--- config.mk ---
export PLATFORM = sky130hd
export DESIGN_NAME = uart_rx_deframer_flat
export DESIGN_NICKNAME = d
export VERILOG_FILES = /design/src/rtl/uart_rx_deframer_if.sv /design/src/rtl/uart_rx_deframer.sv /design/src/flat_wrapper.sv
export SDC_FILE = /design/constraint.sdc
export NUM_CORES = 1
export LEC_CHECK = 0
export ABC_AREA = 0
export BUFFER_PORTS_ARGS = -buffer_cell sky130_fd_sc_hd__buf_2
export CORE_ASPECT_RATIO = 0.6
export CORE_MARGIN = 8
export CORE_UTILIZATION = 57
export DETAILED_ROUTE_END_ITERATION = 8
export PLACE_DENSITY = 0.87
export SYNTH_ARGS = -nofsm -noshare
export SYNTH_HDL_FRONTEND = slang
export SYNTH_SLANG_ARGS = --single-unit
--- constraint.sdc ---
create_clock -name clk -period 1.9 [get_ports clk]
set_input_delay 0 -clock clk [delete_from_list [all_inputs] [get_ports clk]]
set_output_delay 0 -clock clk [all_outputs]
set_load 0.02 [all_outputs]
--- src/rtl/uart_rx_deframer_if.sv ---
// uart_rx_deframer_if: serial pin, enable and byte valid/ready signals of the UART receive stage
interface uart_rx_deframer_if;
  logic       enable;
  logic       rx;
  logic       ready;
  logic [7:0] data;
  logic       valid;
  logic       error;
  logic       overrun;
  modport master (input enable, rx, ready, output data, valid, error, overrun);
  modport slave (output enable, rx, ready, input data, valid, error, overrun);
endinterface

--- src/rtl/uart_rx_deframer.sv ---
// uart_rx_deframer: 8N1 UART receiver with 2-of-3 mid-bit sampling, framing/overrun pulses and valid/ready output
module uart_rx_deframer #(
  parameter int CLOCK_RATE = 24000000,
  parameter int BAUD_RATE  = 115200
) (
  input logic              clk,
  input logic              rst_n,
  uart_rx_deframer_if.master bus
);
  localparam int DIV  = CLOCK_RATE / BAUD_RATE;
  localparam int HALF = DIV / 2;
  localparam int CW   = $clog2(DIV);
  localparam logic [CW-1:0] C_LAST = CW'(DIV - 1);
  localparam logic [CW-1:0] C_S0   = CW'(HALF - 1);
  localparam logic [CW-1:0] C_S1   = CW'(HALF);
  localparam logic [CW-1:0] C_DEC  = CW'(HALF + 1);
  typedef enum logic [2:0] {IDLE, START, DATA, STOP, BRK} state_t;
  state_t        state_q, state_d;
  logic          s1_q, s2_q;
  logic [CW-1:0] cnt_q, cnt_d;
  logic [2:0]    bit_q, bit_d;
  logic [1:0]    smp_q, smp_d;
  logic [7:0]    sr_q, sr_d;
  logic [7:0]    data_q, data_d;
  logic          valid_q, valid_d;
  logic          error_q, error_d;
  logic          overrun_q, overrun_d;
  logic          dec, maj, xfer;
  // next state: bit timing, majority vote, deframing and output handshake
  always_comb begin
    dec       = cnt_q == C_DEC;
    maj       = (smp_q[0] & smp_q[1]) | (s2_q & (smp_q[0] | smp_q[1]));
    xfer      = valid_q & bus.ready;
    state_d   = state_q;
    cnt_d     = cnt_q == C_LAST ? '0 : cnt_q + 1'b1;
    bit_d     = bit_q;
    smp_d     = cnt_q == C_S0 ? {smp_q[1], s2_q} : cnt_q == C_S1 ? {s2_q, smp_q[0]} : smp_q;
    sr_d      = sr_q;
    data_d    = data_q;
    valid_d   = valid_q & ~xfer;
    error_d   = 1'b0;
    overrun_d = 1'b0;
    case (state_q)
      IDLE: begin
        cnt_d = '0;
        bit_d = '0;
        state_d = bus.enable && !s2_q ? START : IDLE;
      end
      START: state_d = dec && maj ? IDLE : cnt_q == C_LAST ? DATA : START;
      DATA: begin
        sr_d = dec ? {maj, sr_q[7:1]} : sr_q;
        bit_d = cnt_q == C_LAST ? bit_q + 1'b1 : bit_q;
        state_d = cnt_q == C_LAST && bit_q == 3'd7 ? STOP : DATA;
      end
      STOP: if (dec && bus.enable) begin
        state_d = maj ? IDLE : BRK;
        error_d = ~maj;
        overrun_d = maj & valid_q & ~xfer;
        data_d = maj && (!valid_q || xfer) ? sr_q : data_q;
        valid_d = maj | (valid_q & ~xfer);
      end
      BRK: begin
        cnt_d = '0;
        state_d = s2_q ? IDLE : BRK;
      end
      default: state_d = IDLE;
    endcase
    if (!bus.enable) state_d = IDLE;
  end
  // registers: two-flop rx synchroniser, receiver state and output stage
  always_ff @(posedge clk) begin
    if (!rst_n) begin
      s1_q      <= 1'b1;
      s2_q      <= 1'b1;
      state_q   <= IDLE;
      cnt_q     <= '0;
      bit_q     <= '0;
      smp_q     <= '0;
      sr_q      <= '0;
      data_q    <= '0;
      valid_q   <= 1'b0;
      error_q   <= 1'b0;
      overrun_q <= 1'b0;
    end else begin
      s1_q      <= bus.rx;
      s2_q      <= s1_q;
      state_q   <= state_d;
      cnt_q     <= cnt_d;
      bit_q     <= bit_d;
      smp_q     <= smp_d;
      sr_q      <= sr_d;
      data_q    <= data_d;
      valid_q   <= valid_d;
      error_q   <= error_d;
      overrun_q <= overrun_d;
    end
  end
  assign bus.data    = data_q;
  assign bus.valid   = valid_q;
  assign bus.error   = error_q;
  assign bus.overrun = overrun_q;
endmodule

--- src/flat_wrapper.sv ---
// flat-port wrapper written by rule: the top's interface ports become plain ports
module uart_rx_deframer_flat 
#(
  parameter int CLOCK_RATE = 24000000,
  parameter int BAUD_RATE  = 115200
)
  (clk, rst_n, bus_enable, bus_rx, bus_ready, bus_data, bus_valid, bus_error, bus_overrun);
  uart_rx_deframer_if bus_i ();
  input logic clk;
  input logic rst_n;
  input wire logic [$bits(bus_i.enable)-1:0] bus_enable;
  input wire logic [$bits(bus_i.rx)-1:0] bus_rx;
  input wire logic [$bits(bus_i.ready)-1:0] bus_ready;
  output wire logic [$bits(bus_i.data)-1:0] bus_data;
  output wire logic [$bits(bus_i.valid)-1:0] bus_valid;
  output wire logic [$bits(bus_i.error)-1:0] bus_error;
  output wire logic [$bits(bus_i.overrun)-1:0] bus_overrun;
  assign bus_i.enable = bus_enable;
  assign bus_i.rx = bus_rx;
  assign bus_i.ready = bus_ready;
  assign bus_data = bus_i.data;
  assign bus_valid = bus_i.valid;
  assign bus_error = bus_i.error;
  assign bus_overrun = bus_i.overrun;
  uart_rx_deframer #(.CLOCK_RATE(CLOCK_RATE), .BAUD_RATE(BAUD_RATE)) u_core (.clk(clk), .rst_n(rst_n), .bus(bus_i));
endmodule
# Word level (Yosys, flattened, before mapping)
# Cells that the tools add are included.
# word_totals
regBits,37
in_bits,5
# op_classes
addsub,2
eq_ne,11
n_mux,13
bitwise,13
reduce_logical,17
# ops
cell,n
"== test 8 x 7 -> 1 bit, second input constant",3
two-way mux 3 bit,5
one-hot mux 3 bit (5 select lines),1
"adder 8 x 1 -> 8 bit, second input constant",1
"== test 8 bit, second input constant",1
AND reduction 2 bit,4
AND 1 bit,6
"== test 3 x 2 -> 1 bit, second input constant",2
"== test 3 bit, second input constant",2
one-hot mux 3 bit (2 select lines),1
AND reduction 3 bit,2
logical AND 1 bit,5
two-way mux 1 bit,5
"inequality test 2 x 1 -> 1 bit, second input constant",2
NOT 1 bit,4
OR reduction 4 bit,1
"adder 3 x 1 -> 3 bit, second input constant",1
"== test 3 x 1 -> 1 bit, second input constant",1
logical NOT 3 bit,1
bitwise OR 1 bit,3
logical NOT 1 bit,2
two-way mux 2 bit,1
nonzero test 2 bit,1
logical OR 1 bit,1

# Logic depth before layout (Yosys ltp)
# Gate-level depths: netlist of the first run.
# depth
word_depth,6
mapped_depth,7

# Worst setup path before layout of the first run
# Ideal clock, no wire load.
# synth_path
path_type,flip-flop to flip-flop
start,register u_core.cnt_q[0]
end,register u_core.state_q[1]
setup_ns,0.070
arrival_time_ns,1.421
setup_slack_ns,0.410
stages_incl_launch_ff,6
n_path_buf,0
cell_sequence,dfxtp_1 > ha_1 > and3_4 > nand4_4 > or3b_1 > a21oi_1
# synth_between
elab_chain_len,4
elab_cells_between_ends,8
classes_between,eq/ne: 3; mux: 3; reduce/logical: 2
# synth_rtl
item,line,rtl
"start, declared",uart_rx_deframer.sv:20,"logic [CW-1:0] cnt_q, cnt_d;"
"start signal, assigned",uart_rx_deframer.sv:88,cnt_q <= cnt_d;
== test 8 bit or == test 8 x 7 -> 1 bit (tied branches),"uart_rx_deframer.sv:49, uart_rx_deframer.sv:31",
two-way mux 2 bit or logical AND 1 bit (tied branches),uart_rx_deframer.sv:49,START: state_d = dec && maj ? IDLE : cnt_q == C_LAST ? DATA : START;
two-way mux 3 bit,uart_rx_deframer.sv:49,
one-hot mux 3 bit (5 select lines),uart_rx_deframer.sv:43,case (state_q)
"end signal, assigned",uart_rx_deframer.sv:87,state_q <= state_d;
"end, declared",uart_rx_deframer.sv:18,"state_t state_q, state_d;"
# Several ways; a longest one is shown, not always the timed one.
# A chain may end at the register's enable or synchronous reset.

# Final worst setup path of the first run
# layout_path
start,register u_core.cnt_q[6]
end,register u_core.sr_q[3]
# layout_between
elab_chain_len,2
# layout_rtl
item,line,rtl
== test 8 x 7 -> 1 bit,uart_rx_deframer.sv:31,dec = cnt_q == C_DEC;
AND reduction 2 bit (no source line),-,
"end signal, assigned",uart_rx_deframer.sv:91,sr_q <= sr_d;
"end, declared",uart_rx_deframer.sv:23,"logic [7:0] sr_q, sr_d;"
# No other way between the ends.

==> results of run 1 <==
## state kept, by name, indices dropped and copies added (netlist names), 2 cells and up
| signal | cells |
|---|---|
| u_core.state_q | 3 |
| u_core.cnt_q | 8 |
| u_core.smp_q | 2 |
| u_core.bus.data | 8 |
| u_core.bit_q | 3 |
| u_core.sr_q | 8 |
## final timing paths
path	startpoint	to	slack [ps]	depth (start not counted)
min	rst_n	u_core.s1_q	6	2
min reg2reg	u_core.s1_q	u_core.s2_q	430	1
max reg2reg	u_core.cnt_q[6]	u_core.sr_q[3]	210	4
max	u_core.cnt_q[6]	u_core.sr_q[3]	210	4
## cell families after synthesis
| family | count (synthesis) | synth area share, % |
|---|---|---|
| and+or+nand+nor | 73 | 24.8 |
| DFF | 37 | 46.5 |
| AOI/OAI and AO/OA | 27 | 9.28 |
| muxes | 13 | 8.18 |
| buffers and inverters | 11 | 3.30 |
| xor gates and xnor gates | 6 | 3.30 |
| adders and majority gates | 6 | 4.56 |
## metal layers
metal  GRT usage, %  share of wire [%]  up-vias
met5              0                  0        -
met3           5.24                9.5       10
met2           21.8                 43       48
met4           7.09                1.9        0
met1           18.2                 45      582
li1               -                  -      640
## final cells by class
type                       instances  area, sq um
multi-input combinational        125          798
fill                             203          798
sequential                        37          741
timing repair buffer              17         92.6
clock buffer                       7         86.3
tap                               32         40.0
inverter                           5         18.8
## worst max-delay path, delay by kind of cell, from the launching register on
kind / cells / cell delay (ps)
AND/OR/NAND/NOR: 3 / 900
flip-flops: 1 / 430
multiplexers: 1 / 250
## cell usage after synthesis, types with 2 or more instances
cell type  instances
dfxtp_1           37
nor2_1            23
mux2i_1           13
nand3_1           13
nand2_1           12
a21oi_1           11
o21ai_0           10
ha_1               5
clkbuf_1           4
inv_1              4
xnor2_1            4
and2_1             3
nand2b_1           3
nor3_1             3
o22ai_1            3
and4_1             2
nand4b_1           2
nor2b_1            2
o211ai_1           2
xor2_1             2
## cell usage in the layout, fill, tap and decap left out, types with 5 or more instances in the layout
| cell | instances |
|---|---|
| dfxtp_1 | 37 |
| nor2_1 | 23 |
| buf_2 | 15 |
| mux2i_1 | 13 |
| nand3_1 | 13 |
| nand2_1 | 12 |
| a21oi_1 | 11 |
| o21ai_0 | 10 |
| clkbuf_8 | 6 |
| ha_1 | 5 |
## per-stage QoR
| step | worst slack (ps) | std cells |
|---|---|---|
| after floorplan | 410 | 173 |
| after global placement | 268 | 215 |
| after detailed placement | 234 | 215 |
| after CTS | 206 | 223 |
| after global routing | 70.9 | 223 |
| final | 208 | 223 |
## power breakdown
| group | internal (mW) | switching, mW | total, mW |
|---|---|---|---|
| Sequential | 0.778 | 0.00237 | 0.780 |
| Combinational | 0.00886 | 0.0161 | 0.0250 |
| Clock | 0.287 | 0.259 | 0.546 |
| Total | 1.07 | 0.277 | 1.35 |
## what timing repair did
item                                   in CTS  in global routing
gates resized for setup                     0                  0
hold buffers                                1                  0
setup buffers                               0                  0
endpoints found under the hold margin       1                  0
==> flow_metrics.tcl, run 1 <==
set metrics [dict create \
    cts_buffers 5 \
    grt_pass1_wl_mm 5.66 \
    path_max_fanout 8 \
    syn2layout_area_growth_pct 11.6 \
    cts-root-buf "clkbuf_8" \
    antenna_found_initial 0 \
    fmax_ghz 0.591 \
    crit_chain "and4bb_2 > and4_1 > mux2i_1 > nor2_1" \
    synth-seq-area-share_pct 46.5 \
    synth.top_cell.area_share_pct 46.5 \
    nets 201 \
    drt-initial-drc-count 132 \
    drv_slew 0 \
    peakVddDrop_mv 0.454 \
    io_buffers 15 \
    cp.arrival_ps 1860 \
    path_clk_slew_ps 70 \
    hp-class "in2reg" \
    die_area_sq_mm 0.00479 \
    syn_inst 173 \
    fp-row-count 14 \
    postLayoutCoreUtil_pct 69.0 \
    placedInstanceArea_sq_mm 0.00168 \
    hold_violations 0 \
    path_class "reg2reg" \
    required_ps 2060 \
    core-area_sq_mm 0.00257 \
    drc 0 \
    die-width_um 84.2 \
    holdWs_ps 5.66 \
    postRouteAntennaNets 0 \
    routabilityCongestion 0.812 \
    synth_edf_count 0 \
    grt_pass1_vias 1251 \
    end_kind "register" \
    die_y_um 56.9 \
    dp_hpwl_mm 2.50 \
    fin_crit_ps 1690 \
    slowest_stage "and4_1" \
    worst_slew_margin_rel_pct 66.9 \
    vias 1280 \
    ios 16 \
    async_flop_share_pct 0 \
    syn_area_sq_mm 0.00159 \
    drive_gt1_share_pct 13.1 \
    diodes 0 \
    grt_max_degree 20 \
    syn_nets 183 \
    grt_overflow 0 \
    clock-sinks 37 \
    yosysUniqueCellTypes 35 \
    synth_seq_cells 37 \
    yosys_warnings 0 \
    status "complete, no violations" \
    tightest_slew_ps 494 \
    skew_ps 3.06 \
    synth_top_cell_by_area "dfxtp_1" \
    rsz0062_at_grt "false" \
    cts_buffer_depth 2 \
    cts_tree "yes" \
    gr-usage-all-layers_pct 14.6 \
    finalSetupViolCount 0 \
    p_total_mw 1.35 \
    finalCritPeriodShare_pct 89.0 \
    stdcell_area_sq_mm 0.00178 \
    viasPerCell 5.74 \
    wl_per_cell_um 15.0 \
    syn-mean-instance-area_sq_um 9.20 \
    p_per_area_mw_per_mm2 760 \
    crit_path_max_incr_delay_ps 490 \
    clk_latency_ps 290 \
    synthFlopType "dfxtp_1" \
    routed_wl_mm 3.34 \
    htree_levels 2 \
    setup_tns_ps 0 \
    synth.area.top_cells "dfxtp_1, mux2i_1, nor2_1" \
    leakagePower_nw 0.678 \
    cap_violations 0 \
    critical_path.startpoint_type "register" \
    start_util_pct 61.8 \
    first_pass_iters 4 \
]
(Power assumes the default switching activity.)
==> inputs of run 2 (changes only) <==
CORE_ASPECT_RATIO = not set   (was 0.6)
==> flow_metrics.tcl, run 2 (same netlist as run 1, synthesis figures left out) <==
set metrics [dict create \
    status "complete, no violations" \
    swShare_pct 21.8 \
    fmax_ghz 0.573 \
    cts_buffers 5 \
    nFillCells 240 \
    pwr-share-comb_pct 2.6 \
    leakagePower_nw 0.676 \
    final_cell_mix "dfxtp_1, nor2_1, buf_2, mux2i_1, nand3_1" \
    crit_chain "and4bb_2 > and4_1 > mux2i_1 > nor2_1" \
    vias 1264 \
    p_clk_share_pct 31.1 \
    finalCritPeriodShare_pct 91.9 \
    grt_max_degree 20 \
    cts_setup_buffers 0 \
    rsz0062_at_grt "false" \
    setup_tns_ps 0 \
    register_area_sq_um 741 \
    antenna_found_initial 0 \
    gr-usage-all-layers_pct 15.6 \
    layoutNonFillerInstCount 225 \
    path_max_fanout 8 \
    hp-class "reg2reg" \
    required_ps 2130 \
    skew_ps 11.2 \
    path_class "reg2reg" \
    ios 16 \
    core-area_sq_mm 0.00271 \
    worst_slew_margin_rel_pct 67.2 \
    dp_hpwl_mm 2.32 \
    path_delay_family "simple AND/OR/NAND/NOR gates" \
    routabilityCongestion 0.842 \
    p_total_mw 1.18 \
    tightest_slew_ps 488 \
    path_clk_slew_ps 100 \
    io_buffers 15 \
    die_area_sq_mm 0.00474 \
    viasPerCell 5.62 \
    die_y_um 68.8 \
    grt_pass1_wl_mm 5.58 \
    grt_pass1_vias 1299 \
    nets 205 \
    drv_slew 0 \
    drc 0 \
    postRouteAntennaNets 0 \
    hold_buffers 5 \
    grt_overflow 0 \
    holdWs_ps 433 \
    cp_num_buf_inv 0 \
    die-width_um 68.8 \
    fp-row-count 19 \
    first_pass_iters 4 \
    cap_violations 0 \
    diodes 0 \
    crit_path_max_incr_delay_ps 500 \
    end_kind "register" \
    syn2layout_area_growth_pct 11.3 \
    finalSetupViolCount 0 \
    drive_gt1_share_pct 12.9 \
    start_util_pct 58.7 \
    p_per_area_mw_per_mm2 664 \
    cp.arrival_ps 1970 \
    wl_per_cell_um 14.2 \
    clock-sinks 37 \
    p_int_mw 0.920 \
    multi_input_area_sq_um 798 \
    netSwitchingPower_mw 0.257 \
    slowest_stage "and4_1" \
    critical_path.startpoint_type "register" \
    sequentialPowerShare_pct 66.2 \
    cts_resized 0 \
    clk_latency_ps 340 \
    hold_violations 0 \
    routed_wl_mm 3.20 \
    htree_levels 2 \
    drt-initial-drc-count 97 \
    layout_commonest_cell "dfxtp_1" \
    cts_tree "yes" \
    peakVddDrop_mv 0.543 \
    dp_cells 214 \
    cts-root-buf "clkbuf_4" \
    fin_crit_ps 1750 \
    cts_buffer_depth 2 \
]
[run 2: worst paths after layout]
path                                 startpoint  depth (start not counted)             end  slack (ps)
worst max register to register  u_core.cnt_q[6]                          4  u_core.sr_q[3]         150
worst min-delay path                u_core.s1_q                          1     u_core.s2_q         430
worst min register to register      u_core.s1_q                          1     u_core.s2_q         430
worst max-delay path            u_core.cnt_q[6]                          4  u_core.sr_q[3]         150
[run 2: cell type report]
class | count | share of cell area [%]
Multi-Input combinational cell | 125 | 45.1
Timing Repair Buffer | 21 | 7.49
Clock inverter | 1 | 0.282
Clock buffer | 5 | 2.12
Sequential cell | 37 | 41.8
Inverter | 5 | 1.06
Tap cell | 31 | 2.19
[run 2: metal layers]
layer | GRT usage [%] | routed length [um]
met5 | 0 | 0
met4 | 6.27 | 62
met3 | 5.98 | 162
met2 | 27.0 | 1620
met1 | 16.7 | 1360
[run 2: through the flow]
step | cell area, sq um | utilization (%) | worst slack [ps]
2_1_floorplan | 1590 | - | 410
3_5_place_dp | 1680 | 62.0 | 184
5_1_grt | 1770 | 65.4 | 62.4
6_report | 1770 | 65.4 | 155
3_3_place_gp | 1680 | 62.0 | 288
4_1_cts | 1770 | 65.4 | 144
[run 2: power groups by stage]
stage	registers (mW)	logic, mW	clock network (mW)
floorplan	0.797	0.0147	0
global placement	0.797	0.0214	0
detailed placement	0.797	0.0226	0
CTS	0.779	0.0302	0.372
global route	0.780	0.0342	0.407
finish	0.779	0.0310	0.366
==> inputs of run 3 (changes only) <==
GPL_TIMING_DRIVEN = 0   (was not set)
==> flow_metrics.tcl, run 3 (same netlist as run 1, synthesis figures left out) <==
set metrics [dict create \
    required_ps 2180 \
    first_pass_iters 4 \
    dp_hpwl_mm 2.36 \
    fp-row-count 19 \
    register_area_sq_um 741 \
    crit_path_max_incr_delay_ps 410 \
    wl_per_cell_um 14.2 \
    clock-sinks 37 \
    cts_buffer_depth 2 \
    syn2layout_area_growth_pct 12.5 \
    nets 208 \
    end_kind "register" \
    leakagePower_nw 0.686 \
    peakVddDrop_mv 0.525 \
    worst_slew_margin_rel_pct 70.1 \
    cap_violations 0 \
    routed_wl_mm 3.25 \
    drive_gt1_share_pct 13.1 \
    status "complete, no violations" \
    cp.arrival_ps 1930 \
    io_buffers 15 \
    hold_buffers 3 \
    drt-initial-drc-count 109 \
    p_per_area_mw_per_mm2 680 \
    viasPerCell 5.65 \
    cts_resized 0 \
    path_clk_slew_ps 100 \
    fin_crit_ps 1650 \
    path_delay_family "simple AND/OR/NAND/NOR gates" \
    ios 16 \
    hp-class "in2reg" \
    routabilityCongestion 0.793 \
    final_cell_mix "dfxtp_1, nor2_1, buf_2, mux2i_1, nand3_1" \
    skew_ps 3.90 \
    rsz0062_at_grt "false" \
    slowest_stage "dfxtp_1" \
    diodes 0 \
    fmax_ghz 0.605 \
    drv_slew 0 \
    cts_setup_buffers 0 \
    htree_levels 2 \
    grt_max_degree 11 \
    layout_commonest_cell "dfxtp_1" \
    cts_tree "yes" \
    gr-usage-all-layers_pct 15.0 \
    cp_num_buf_inv 0 \
    multi_input_area_sq_um 798 \
    critical_path.startpoint_type "register" \
    antenna_found_initial 0 \
    start_util_pct 58.7 \
    drc 0 \
    postRouteAntennaNets 0 \
    die_y_um 68.8 \
    vias 1294 \
    nFillCells 237 \
    cts-root-buf "clkbuf_4" \
    setup_tns_ps 0 \
    grt_pass1_vias 1290 \
    path_max_fanout 7 \
    hold_violations 0 \
    finalCritPeriodShare_pct 86.9 \
    path_class "reg2reg" \
    cts_buffers 5 \
    finalSetupViolCount 0 \
    core-area_sq_mm 0.00271 \
    grt_overflow 0 \
    die-width_um 68.8 \
    grt_pass1_wl_mm 5.38 \
    p_total_mw 1.22 \
    tightest_slew_ps 447 \
    crit_chain "ha_1 > and3_4 > nand4_4 > or3b_1 > a21oi_1" \
    die_area_sq_mm 0.00474 \
    clk_latency_ps 340 \
]
run 3: layer usage:
layer | track usage, % | vias to the layer above | routed length [um]
li1 | - | 656 | -
met4 | 8.27 | 0 | 78
met2 | 27.3 | 28 | 1650
met5 | 0 | - | 0
met3 | 4.20 | 9 | 185
met1 | 15.1 | 601 | 1330
run 3: worst paths after layout:
check	from	endpoint	slack [ps]	cells after the start
setup / recovery	u_core.cnt_q[0]	u_core.state_q[1]	250	5
hold / removal	rst_n	u_core.bus.data[5]	40	3
setup reg to reg	u_core.cnt_q[0]	u_core.state_q[1]	250	5
hold reg to reg	u_core.s1_q	u_core.s2_q	420	1
run 3: power by group:
group	leakage, nW	total [mW]	internal [mW]	switching [mW]
Combinational	0.356	0.0288	0.0120	0.0167
Sequential	0.298	0.780	0.777	0.00218
Clock	0.0314	0.409	0.175	0.234
Total	0.686	1.22	0.964	0.253
run 3: cell type report:
| cell class | instances | share of cell area (%) |
|---|---|---|
| multi-input cells | 125 | 44.6 |
| well taps | 31 | 2.17 |
| repair buffers | 18 | 5.87 |
| flip-flops and latches | 37 | 41.4 |
| inverters | 5 | 1.05 |
| plain buffers | 6 | 1.89 |
| clock buffers | 7 | 3.07 |
run 3: tightest hold or removal path, cell delays in order:
cell	delay [ps]
buf_2	120
clkinv_1	160
a21oi_1	60
run 3: metrics by stage:
step / area [sq um] / instances / util [%] / hold slack [ps] / setup WS (ps)
after floorplan: 1590 / 173 / - / 101 / 410
after detailed placement: 1710 / 219 / 62.9 / 186 / 276
after CTS: 1790 / 229 / 66.1 / 23.3 / 219
final: 1790 / 229 / 66.1 / 44.4 / 248
after global routing: 1790 / 229 / 66.1 / 63.5 / 123
after global placement: 1710 / 219 / 62.9 / 188 / 324
